==> config.mk <==
export PLATFORM = sky130hd
export DESIGN_NAME = adder_seq_ctrl
export DESIGN_NICKNAME = d
export VERILOG_FILES = /design/src/rtl/adder_seq_ctrl_pkg.sv /design/src/rtl/adder_seq_slice.sv /design/src/rtl/adder_seq_ctrl.sv
export SDC_FILE = /design/constraint.sdc
export NUM_CORES = 1
export LEC_CHECK = 0
export ABC_AREA = 1
export CAP_MARGIN = 5
export CORE_MARGIN = 2
export CORE_UTILIZATION = 45
export CTS_BUF_LIST = sky130_fd_sc_hd__clkbuf_16
export CTS_CLUSTER_SIZE = 20
export DETAILED_ROUTE_END_ITERATION = 6
export PLACE_DENSITY = 0.72
export SLEW_MARGIN = 15
export SYNTH_ARGS = -nofsm -noshare
export SYNTH_HDL_FRONTEND = slang
export SYNTH_SLANG_ARGS = --single-unit
==> constraint.sdc <==
create_clock -name clk -period 12 [get_ports clk]
set_clock_uncertainty 0.1 [all_clocks]
set_input_delay 2.4 -clock clk [delete_from_list [all_inputs] [get_ports clk]]
set_output_delay 2.4 -clock clk [all_outputs]
set_load 0.01 [all_outputs]
==> src/rtl/adder_seq_ctrl_pkg.sv <==
// Shared types and defaults for the sliced sequential adder (adder_seq_ctrl).
// The optional subtract mode is enabled by defining ADDER_SEQ_SUB_EN at compile time.
package adder_seq_ctrl_pkg;

    typedef enum logic [1:0] {
        ST_IDLE = 2'd0,
        ST_RUN  = 2'd1,
        ST_DONE = 2'd2
    } state_e;

    localparam int DEF_WIDTH = 64;
    localparam int DEF_SLICE = 16;

    function automatic int idx_width(input int nslice);
        return (nslice > 1) ? $clog2(nslice) : 1;
    endfunction

endpackage

==> src/rtl/adder_seq_slice.sv <==
// Combinational SLICE-bit carry-bypass adder. When every bit propagates,
// the carry-out is taken directly from cin instead of the ripple chain.
module adder_seq_slice #(
    parameter int SLICE = 16
) (
    input  logic [SLICE-1:0] a,
    input  logic [SLICE-1:0] b,
    input  logic             cin,
    output logic [SLICE-1:0] sum,
    output logic             cout
);

    logic [SLICE-1:0] prop;
    logic             c;

    assign prop = a ^ b;

    always_comb begin
        c   = cin;
        sum = '0;
        for (int i = 0; i < SLICE; i++) begin
            sum[i] = prop[i] ^ c;
            c      = (a[i] & b[i]) | (prop[i] & c);
        end
        cout = (&prop) ? cin : c;
    end

endmodule

==> src/rtl/adder_seq_ctrl.sv <==
// Sequencer performing one WIDTH-bit add over WIDTH/SLICE cycles on a shared slice adder.
// Define ADDER_SEQ_SUB_EN to add the in_sub port (A - B via inverted B and carry-in of 1).
module adder_seq_ctrl
    import adder_seq_ctrl_pkg::*;
#(
    parameter int WIDTH = DEF_WIDTH,
    parameter int SLICE = DEF_SLICE
) (
    input  logic             clk,
    input  logic             rst_n,
    input  logic             in_valid,
    output logic             in_ready,
    input  logic [WIDTH-1:0] in_a,
    input  logic [WIDTH-1:0] in_b,
    input  logic             in_cin,
`ifdef ADDER_SEQ_SUB_EN
    input  logic             in_sub,
`endif
    output logic             out_valid,
    input  logic             out_ready,
    output logic [WIDTH-1:0] out_sum,
    output logic             out_cout,
    output logic             busy
);

    localparam int NSLICE = WIDTH / SLICE;
    localparam int IDX_W  = idx_width(NSLICE);
    localparam logic [IDX_W-1:0] IDX_LAST = IDX_W'(NSLICE - 1);

    state_e           state_q;
    logic [IDX_W-1:0] idx_q;
    logic             carry_q;
    logic [WIDTH-1:0] a_q;
    logic [WIDTH-1:0] b_q;
    logic [WIDTH-1:0] sum_q;
    logic             cout_q;
    logic             out_valid_q;
    logic             in_ready_q;
    logic             busy_q;

    logic [SLICE-1:0] sl_a;
    logic [SLICE-1:0] sl_b;
    logic [SLICE-1:0] sl_sum;
    logic             sl_cout;
    logic [WIDTH-1:0] b_in;
    logic             cin_in;

    assign sl_a = a_q[idx_q*SLICE +: SLICE];
    assign sl_b = b_q[idx_q*SLICE +: SLICE];

`ifdef ADDER_SEQ_SUB_EN
    assign b_in   = in_sub ? ~in_b : in_b;
    assign cin_in = in_sub | in_cin;
`else
    assign b_in   = in_b;
    assign cin_in = in_cin;
`endif

    adder_seq_slice #(.SLICE(SLICE)) u_slice (
        .a    (sl_a),
        .b    (sl_b),
        .cin  (carry_q),
        .sum  (sl_sum),
        .cout (sl_cout)
    );

    always_ff @(posedge clk or negedge rst_n) begin
        if (!rst_n) begin
            state_q     <= ST_IDLE;
            idx_q       <= '0;
            carry_q     <= 1'b0;
            a_q         <= '0;
            b_q         <= '0;
            sum_q       <= '0;
            cout_q      <= 1'b0;
            out_valid_q <= 1'b0;
            in_ready_q  <= 1'b1;
            busy_q      <= 1'b0;
        end else begin
            case (state_q)
                ST_IDLE: begin
                    if (in_valid && in_ready_q) begin
                        a_q        <= in_a;
                        b_q        <= b_in;
                        carry_q    <= cin_in;
                        idx_q      <= '0;
                        state_q    <= ST_RUN;
                        in_ready_q <= 1'b0;
                        busy_q     <= 1'b1;
                    end
                end
                ST_RUN: begin
                    sum_q[idx_q*SLICE +: SLICE] <= sl_sum;
                    carry_q <= sl_cout;
                    if (idx_q == IDX_LAST) begin
                        idx_q       <= '0;
                        cout_q      <= sl_cout;
                        out_valid_q <= 1'b1;
                        state_q     <= ST_DONE;
                    end else begin
                        idx_q <= idx_q + 1'b1;
                    end
                end
                ST_DONE: begin
                    // Result registers are untouched here, so they hold under backpressure.
                    if (out_ready) begin
                        out_valid_q <= 1'b0;
                        in_ready_q  <= 1'b1;
                        busy_q      <= 1'b0;
                        state_q     <= ST_IDLE;
                    end
                end
                default: begin
                    state_q     <= ST_IDLE;
                    idx_q       <= '0;
                    out_valid_q <= 1'b0;
                    in_ready_q  <= 1'b1;
                    busy_q      <= 1'b0;
                end
            endcase
        end
    end

    assign in_ready  = in_ready_q;
    assign out_valid = out_valid_q;
    assign out_sum   = sum_q;
    assign out_cout  = cout_q;
    assign busy      = busy_q;

endmodule

==> results of run 1 <==
## path summary, 6_finish.rpt
path	start	to	slack, ns	cells past startpoint
setup / recovery	idx_q[0]$_DFFE_PN0P_	out_sum[63]$_DFFE_PN0P_	3.57	23
hold / removal	b_q[32]$_DFFE_PN0P_	b_q[32]$_DFFE_PN0P_	0.38	2
setup reg to reg	idx_q[0]$_DFFE_PN0P_	out_sum[63]$_DFFE_PN0P_	3.57	23
hold reg to reg	b_q[32]$_DFFE_PN0P_	b_q[32]$_DFFE_PN0P_	0.38	2
max in group asynchronous	rst_n	b_q[54]$_DFFE_PN0P_	8.27	2
min in group asynchronous	rst_n	busy$_DFFE_PN0P_	1.94	1
## cells by family (layout without fill, tap and decap cells)
logic type	Yosys count	after routing	share of synthesized area (%)
simple gates	592	592	24.7
flops	201	201	52.7
compound gates	176	176	10.5
fa+ha+maj	38	38	6.24
buf+inv	129	304	5.94
## worst max-delay path: stages, from the launching register on
cell and delay, ns:
dfrtp_2 0.62, inv_2 0.56, o21ai_0 0.16, o22ai_1 0.25, fa_1 0.22, inv_1 0.05, fa_1 0.38, fa_1 0.39
fa_1 0.39, fa_1 0.41, fa_1 0.40, fa_1 0.39, fa_1 0.39, fa_1 0.41, fa_1 0.41, fa_1 0.40
fa_1 0.41, fa_1 0.39, fa_1 0.40, fa_1 0.37, inv_1 0.08, fa_1 0.45, nand3_1 0.12, o21ai_0 0.11
## routing by layer
metal  part of all wire (%)  up-vias  track usage (%)
li1                       -     3961                -
met2                     48      327             38.4
met4                    2.9        0             7.03
met5                      0        -                0
met1                     43     3941             33.9
met3                    6.4       50             3.11
## power breakdown
group	internal [mW]	switching, mW
registers	0.947	0.185
logic	0.584	1.12
clock network	0.409	0.262
## sequential cells by signal (all words and copies together), names as in the netlist
| name | flops |
|---|---|
| a_q | 64 |
| busy | 1 |
| in_ready | 1 |
| idx_q | 2 |
| out_cout | 1 |
| out_valid | 1 |
| out_sum | 64 |
| carry_q | 1 |
| state_q | 2 |
| b_q | 64 |
## cell type report
type                    instances  area share (%)
clock buffers                  23            4.67
flip-flops and latches        201            40.8
repair buffers                206            16.6
multi-input cells             806            32.1
clock inverters                16            1.17
inverters                      59            1.82
well taps                     275            2.79
## placed cells by master, fill, tap and decap left out, types with 3 or more instances in the layout
cell | Yosys | layout
a21oi_1 | 28 | 28
a32oi_1 | 28 | 28
buf_4 | 9 | 6
bufinv_16 | 0 | 3
clkbuf_16 | 0 | 23
clkdlybuf4s50_1 | 0 | 199
clkinv_1 | 0 | 3
clkinv_2 | 0 | 4
dfrtp_1 | 200 | 199
fa_1 | 16 | 16
ha_1 | 22 | 22
inv_1 | 54 | 59
inv_2 | 5 | 5
nand2_1 | 516 | 516
nand3_1 | 37 | 37
nand4_1 | 16 | 16
nor2_1 | 16 | 16
nor2_4 | 3 | 3
o21ai_0 | 100 | 100
o21ai_1 | 11 | 11
o22ai_1 | 6 | 6
## metrics by stage
stage                     area, um2  setup WS [ns]  instances  power, mW
after floorplan                9550           4.38       1136       2.16
after global placement        11600           3.74       1547       2.79
after detailed placement      11600           3.66       1547       2.82
after CTS                     12300           3.64       1586       3.51
after global routing          12300           3.17       1586       3.78
final                         12300           3.57       1586       3.51
==> metrics.txt, run 1 <==
outcome finished clean; Synth top area share 52.4%; synth unique cells 27; CP max FO 42; dpl hpwl 18700 um; Slew @ Worst Pin 1.11 ns; clock insertion delay at the later pin of the skew report 0.50 ns; first-pass GRT wire length 41900 um; post-synth top area cell dfrtp_1; top-count cell post-synth nand2_1; fin crit period 8.43 ns; DRT Pass-1 Iters 6; Seq/Total Area, Yosys 52.7%; Lkg Pwr 6.06 nW; Clock Pin Slew Worst Setup and Hold Paths 0.06 ns; Max VDD drop 0.143 mV; final hold vios 0; critical path type flop to flop; PD cells 285 nW/um2; # resized after CTS 0; clk buf depth 3; Critical Path RT 12.26 ns; DRC 0; Startpoint Class flop; Setup Fix Bufs, Post-CTS 0; Synth Cell Area 9550 um2; # diodes 0; grt ovf 0; initial core utilization 45.7%; yosys warns 0; Max Clk Rate 119 MHz; die area 22400 um2; clock sink count 201; period utilisation layout 70.2%; Max Cap Viol 0; Final Setup Violations 0; Mapped Nets 1307; Cell Rows 53; register area 5030 um2; Post-synth EDFFs 0; layout cells sized above 1 3.81%; Core Util, Final 59.0%; Layout Area Growth over Synthesis 29.1%; Initial DRC Count 653; DRT antenna net count 0; cells after synthesis 1136; setup TNS 0 ns; I/O Buffers 200; Die Ht 150 um; flop and latch count out of synthesis 201; Mean Syn Cell Area 8.40 um2; drt total wl 26300 um; I/O pins 201; final RePlAce weighted congestion 0.916; HP Class flop to flop; critical path arrival 8.68 ns; asr flop ratio synth 100%; pin count of the biggest net entering global routing 121; crit end category flop; Relative slew margins 25.9%; Die X 150 um; Multi-input gate area 3960 um2; WL/cell 16.6 um; H-tree depth 1; vias per cell 5.22; final hold slack 0.382 ns; total core area 20900 um2; initial antenna violation count 0; TritonCTS clock tree done; Tot GR Track Use 23.8%; CTS root buf clkbuf_16; Post-synth top cells nand2_1 (516), dfrtp_1 (200), o21ai_0 (100); pins over their slew limit 0; ys flop type dfrtp_1; # fillers 1878; Synth area leaders dfrtp_1 (52%), nand2_1 (20%), o21ai_0 (5.2%); Layout Nets 1467; unrepaired setup endpoints after global routing false; vias 8279; CTS Buf Count 22; CTS Hold Bufs 0; vias in the first global route 7957
Power figures use the tool's default switching activity.
==> inputs of run 2 (changes only) <==
--- a/config.mk
+++ b/config.mk
@@ -12,7 +12,7 @@
 export CTS_BUF_LIST = sky130_fd_sc_hd__clkbuf_16
 export CTS_CLUSTER_SIZE = 20
 export DETAILED_ROUTE_END_ITERATION = 6
-export PLACE_DENSITY = 0.72
+export PLACE_DENSITY = 0.75
 export SLEW_MARGIN = 15
 export SYNTH_ARGS = -nofsm -noshare
 export SYNTH_HDL_FRONTEND = slang
==> constraint.sdc (replaced) <==
create_clock -name clk -period 7.4 [get_ports clk]
set_clock_uncertainty 0.1 [all_clocks]
set_input_delay 1.48 -clock clk [delete_from_list [all_inputs] [get_ports clk]]
set_output_delay 1.48 -clock clk [all_outputs]
set_load 0.01 [all_outputs]
==> metrics.txt, run 2 (same netlist as run 1, synthesis figures left out) <==
Final Setup Violations 0 (unchanged); commonest non-fill, non-tap cell in the layout nand2_1; Tot GR Track Use 24.6% (+0.79 points); TritonCTS clock tree done; layout cells sized above 1 6.74% (+2.9 points); Cell Rows 53 (unchanged); Lkg Pwr 6.14 nW (+1.4%); I/O pins 201 (unchanged); Critical Path RT 7.67 ns (-4.59 ns); pins over their slew limit 0 (unchanged); HP Class flop to flop; CTS root buf clkbuf_16; Max VDD drop 0.285 mV (+100%); die area 22400 um2 (unchanged); total core area 20900 um2 (unchanged); clk buf depth 3 (unchanged); CTS Buf Count 22 (unchanged); slowest cell on the critical path dfrtp_2; vias per cell 5.24 (+0.42%); CTS Hold Bufs 0 (unchanged); Core Util, Final 60.0% (+0.94 points); Max Clk Rate 139 MHz (+17%); dpl ws -0.244 ns (-3.90 ns); final RePlAce weighted congestion 0.913 (-0.37%); Relative slew margins 24.6% (-1.3 points); Crit path top cell by count fa_2; initial antenna violation count 0 (unchanged); grt ovf 0 (unchanged); DRT antenna net count 0 (unchanged); H-tree depth 1 (unchanged); PD cells 467 nW/um2 (+64%); CP Buf/Inv Count 3 (unchanged); Initial DRC Count 671 (+2.8%); clock sink count 201 (unchanged); clock insertion delay at the later pin of the skew report 0.51 ns (about the same); CP max FO 5 (-88%); worst path cell trace buf_4, o21ai_0, o22ai_2, fa_2, inv_1, fa_2, fa_2, fa_2, fa_1, fa_2, fa_2, fa_2, fa_2, fa_2, fa_2, fa_2, fa_2, fa_2, fa_1, inv_1, fa_1, nand3_1, o21ai_0; DRT Pass-1 Iters 5 (-1); critical path type flop to flop; crit-path leading delay family adder cells; Layout Nets 1492 (+1.7%); dpl hpwl 19100 um (+2.2%); Die X 150 um (unchanged); first-pass GRT wire length 43200 um (+3.2%); I/O Buffers 200 (unchanged); Die Ht 150 um (unchanged); Startpoint Class flop; Clock Pin Slew Worst Setup and Hold Paths 0.06 ns (about the same); crit end category flop; setup TNS 0 ns (unchanged); Layout Area Growth over Synthesis 31.2%; WL/cell 16.7 um (+0.76%); most frequent cells in the layout nand2_1 (516), dfrtp_1 (199), clkdlybuf4s50_1 (199); critical path arrival 7.46 ns (-1.22 ns); vias in the first global route 8301 (+4.3%); period utilisation layout 97.2% (+27 points); outcome finished clean; final hold slack 0.379 ns (-0.00301 ns); final hold vios 0 (unchanged); Largest stage delay, worst path 0.45 ns (-0.17 ns); vias 8445 (+2.0%); fin crit period 7.19 ns (-1.24 ns); initial core utilization 45.7% (unchanged); # fillers 1831 (-2.5%); DRC 0 (unchanged); # diodes 0 (unchanged); drt total wl 26900 um (+2.4%); final worst slack 0.208 ns (-3.36 ns); Slew @ Worst Pin 1.13 ns (+0.0194 ns); pin count of the biggest net entering global routing 119 (-1.7%); Max Cap Viol 0 (unchanged)
[run 2: cell count changes in the layout (fill, tap and decap cells not counted), sizes merged]
cell	change
clkinvlp	+1
buf	+25
clkinv	+5
bufinv	-3
inv	-3
[run 2: path summary, 6_finish.rpt]
| path | cells after the start | slack [ns] | start | end |
|---|---|---|---|---|
| hold / removal | 2 | 0.38 | a_q[45]$_DFFE_PN0P_ | a_q[45]$_DFFE_PN0P_ |
| hold reg to reg | 2 | 0.38 | a_q[45]$_DFFE_PN0P_ | a_q[45]$_DFFE_PN0P_ |
| min in group asynchronous | 1 | 1.00 | rst_n | out_sum[18]$_DFFE_PN0P_ |
| max in group asynchronous | 3 | 4.95 | rst_n | b_q[4]$_DFFE_PN0P_ |
| setup / recovery | 23 | 0.21 | idx_q[0]$_DFFE_PN0P_ | out_sum[63]$_DFFE_PN0P_ |
| setup reg to reg | 23 | 0.21 | idx_q[0]$_DFFE_PN0P_ | out_sum[63]$_DFFE_PN0P_ |
[run 2: report_power, final]
group	total [mW]	internal, mW	leakage [nW]	switching [mW]
Clock	1.01	0.562	0.333	0.445
Combinational	3.03	1.09	3.21	1.94
Sequential	1.81	1.54	2.60	0.279
[run 2: final cells by class]
class / instances / area, um2 / area share, %
Tap cell: 275 / 344 / 2.75
Multi-Input combinational cell: 806 / 4000 / 32.0
Sequential cell: 201 / 5030 / 40.2
Clock inverter: 16 / 78.8 / 0.629
Inverter: 59 / 229 / 1.83
Clock buffer: 23 / 576 / 4.60
Timing Repair Buffer: 231 / 2260 / 18.1
[run 2: metrics by stage]
stage / instance area (um2) / cells / total power, mW
floorplan: 9590 / 1136 / 3.54
CTS: 12500 / 1610 / 5.79
global route: 12500 / 1611 / 6.28
finish: 12500 / 1611 / 5.85
global placement: 11800 / 1567 / 4.62
detailed placement: 11800 / 1567 / 4.72
[run 2: routing by layer]
metal	wire [um]	global-route usage [%]
met5	0	0
met4	1050	9.86
met3	1950	3.66
met2	12600	39.6
met1	11300	33.6
[run 2: what timing repair did]
action | in CTS | in global routing
gates resized for setup | 6 | 6
setup endpoints to repair | 4 | 6
pin swaps | 2 | 2
setup buffers | 4 | 0
[run 2: worst register-to-register path, cell delays in order, from the launching register on]
cell	delay (ns)
dfrtp_2	0.45
buf_4	0.16
o21ai_0	0.10
o22ai_2	0.21
fa_2	0.22
inv_1	0.05
fa_2	0.35
fa_2	0.36
fa_2	0.34
fa_1	0.38
fa_2	0.35
fa_2	0.35
fa_2	0.35
fa_2	0.37
fa_2	0.36
fa_2	0.36
fa_2	0.36
fa_2	0.36
fa_2	0.35
fa_1	0.37
inv_1	0.08
fa_1	0.45
nand3_1	0.12
o21ai_0	0.11
==> inputs of run 3 (changes only) <==
--- a/config.mk
+++ b/config.mk
@@ -12,7 +12,7 @@
 export CTS_BUF_LIST = sky130_fd_sc_hd__clkbuf_16
 export CTS_CLUSTER_SIZE = 20
 export DETAILED_ROUTE_END_ITERATION = 6
-export PLACE_DENSITY = 0.75
+export PLACE_DENSITY = 0.87
 export SLEW_MARGIN = 15
 export SYNTH_ARGS = -nofsm -noshare
 export SYNTH_HDL_FRONTEND = slang
==> metrics.txt, run 3 (same netlist as run 1, synthesis figures left out) <==
outcome finished clean; total core area 20900 um2 (unchanged); CTS Hold Bufs 0 (unchanged); crit end category flop; hold-critical path endpoint a_q[44]$_DFFE_PN0P_; fin crit period 7.23 ns (+0.0396 ns); Clk pwr share 16.8% (-0.4 points); CTS root buf clkbuf_16; Layout Area Growth over Synthesis 31.2% (unchanged); Final Setup Violations 0 (unchanged); TritonCTS clock tree done; final worst slack 0.169 ns (-0.0396 ns); # fillers 1732 (-5.4%); layout cells sized above 1 6.84% (+0.10 points); vias per cell 5.46 (+4.1%); die area 22400 um2 (unchanged); Sw Share 45.7% (+0.17 points); final RePlAce weighted congestion 0.913 (about the same); WL/cell 17.8 um (+6.2%); Comb pwr share 52.7% (+1.0 points); Tot GR Track Use 25.3% (+0.73 points); vias in the first global route 8555 (+3.1%); Reg2Reg Setup Slack 0.17 ns (-0.04 ns); most frequent cells in the layout nand2_1 (516), dfrtp_1 (199), clkdlybuf4s50_1 (199); H-tree depth 1 (unchanged); Max Cap Viol 0 (unchanged); wl on met1 11100 um (-2.3%); end of the worst register-to-register path out_sum[31]$_DFFE_PN0P_; commonest non-fill, non-tap cell in the layout nand2_1; reg-to-reg startpoint idx_q[0]$_DFFE_PN0P_; clock insertion delay at the later pin of the skew report 0.52 ns (about the same); highest routed metal layer met5; metal2 WL 13700 um (+8.9%); Die X 150 um (unchanged); clk buf depth 3 (unchanged); Relative slew margins 23.3% (-1.3 points); Die Ht 150 um (unchanged); met3 routed wirelength 2510 um (+29%); clock sink count 201 (unchanged); reg2reg path depth 23 (unchanged); DRC 0 (unchanged); critical path arrival 7.49 ns (+0.03 ns); DRT antenna net count 0 (unchanged); PD cells 477 nW/um2 (+2.2%); Tot Pwr 5.98 mW (+2.2%); hold path startpoint a_q[44]$_DFFE_PN0P_; pins over their slew limit 0 (unchanged); vias 8766 (+3.8%); CP max FO 18 (+13); Startpoint Class flop; period utilisation layout 97.7% (+0.53 points); # diodes 0 (unchanged); Layout Nets 1489 (-0.20%); Clock Pin Slew Worst Setup and Hold Paths 0.06 ns (about the same); Max Clk Rate 138 MHz (-0.55%); P_int 3.24 mW (+1.9%); Cell Rows 53 (unchanged); Flop pwr share 30.5% (-0.5 points); Critical Path RT 7.66 ns (about the same); critical path type flop to flop; dpl ws -0.215 ns (+0.0283 ns); Critical Path Source idx_q[0]$_DFFE_PN0P_; hold depth 2 (unchanged); Lkg Pwr 6.13 nW (-0.29%); Slew @ Worst Pin 1.15 ns (+0.0195 ns); first-pass GRT wire length 44600 um (+3.1%); Max VDD drop 0.343 mV (+20%); I/O pins 201 (unchanged); initial antenna violation count 1 (+1); I/O Buffers 200 (unchanged); grt ovf 0 (unchanged); pin count of the biggest net entering global routing 131 (+10%); DRT Pass-1 Iters 5 (unchanged); register area 5030 um2 (unchanged); final hold slack 0.380 ns (+0.00129 ns); Multi-input gate area 4020 um2 (+0.44%); final hold vios 0 (unchanged); dpl hpwl 19800 um (+3.7%); HP Class flop to flop; initial core utilization 45.7% (unchanged); Net Switching 2.73 mW (+2.6%); CTS Buf Count 22 (unchanged); drt total wl 28500 um (+5.9%); Initial DRC Count 855 (+27%)
-- run 3: cell types whose count changed in the layout (fill, tap and decap cells not counted), sizes merged --
cell	change
buf	-3
bufinv	+1
clkbuf	-1
clkinv	-1
inv	-1
-- run 3: repair_timing --
action,CTS,global route
endpoints found under the setup margin,4,4
gates resized for setup,9,17
buffers inserted,3,4
pin swaps,1,8
-- run 3: per-layer routing --
layer / GRT usage [%] / vias up
li1: - / 4016
met1: 33.2 / 4215
met2: 42.2 / 462
met3: 4.33 / 71
met4: 9.72 / 2
met5: 0 / -
-- run 3: metrics by stage --
stage / util, % / TNS [ns] / cells / cell area (um2)
after floorplan: - / 0 / 1136 / 9590
after global placement: 56.2 / -0.157 / 1562 / 11700
after detailed placement: 56.2 / -0.669 / 1562 / 11700
after CTS: 59.6 / 0 / 1602 / 12400
after global routing: 60.0 / -0.105 / 1606 / 12500
final: 60.0 / 0 / 1606 / 12500
-- run 3: critical path, cell delays in order, from the launching register on --
cell and delay [ns]:
dfrtp_2 0.47, buf_12 0.18, nor2_1 0.07, o22ai_2 0.20, fa_2 0.23, inv_1 0.05, fa_2 0.33, fa_2 0.35
fa_2 0.38, fa_2 0.41, fa_2 0.39, fa_2 0.36, fa_2 0.36, fa_2 0.40, fa_2 0.36, fa_2 0.35
fa_2 0.36, fa_2 0.36, fa_2 0.35, fa_2 0.35, inv_2 0.07, fa_1 0.43, nand3_2 0.11, o21ai_1 0.08
-- run 3: power by group through the flow --
stage,clock (mW),sequential (mW),combinational (mW)
after floorplan,0,1.78,1.76
after global placement,0,1.81,2.76
after detailed placement,0,1.83,2.89
after CTS,1.02,1.82,2.97
after global routing,1.06,1.86,3.43
final,1.01,1.82,3.15
-- run 3: layout make-up --
cell class                 instances  area share [%]
inverter                          59            1.81
clock inverter                    15           0.829
sequential                       201            40.2
multi-input combinational        806            32.1
timing repair buffer             228            17.9
clock buffer                      22            4.40
tap                              275            2.75
-- run 3: how the worst max path moves through the flow --
| stage | to | slack, ns | cells past startpoint |
|---|---|---|---|
| after CTS | out_sum[63]$_DFFE_PN0P_ | 0.04 | 23 |
| after floorplan | out_sum[63]$_DFFE_PN0P_ | 0.01 | 24 |
| after global routing | out_sum[31]$_DFFE_PN0P_ | -0.05 | 23 |
| after detailed placement | out_sum[63]$_DFFE_PN0P_ | -0.22 | 23 |
| final | out_sum[31]$_DFFE_PN0P_ | 0.17 | 23 |
| after global placement | out_sum[63]$_DFFE_PN0P_ | -0.08 | 23 |
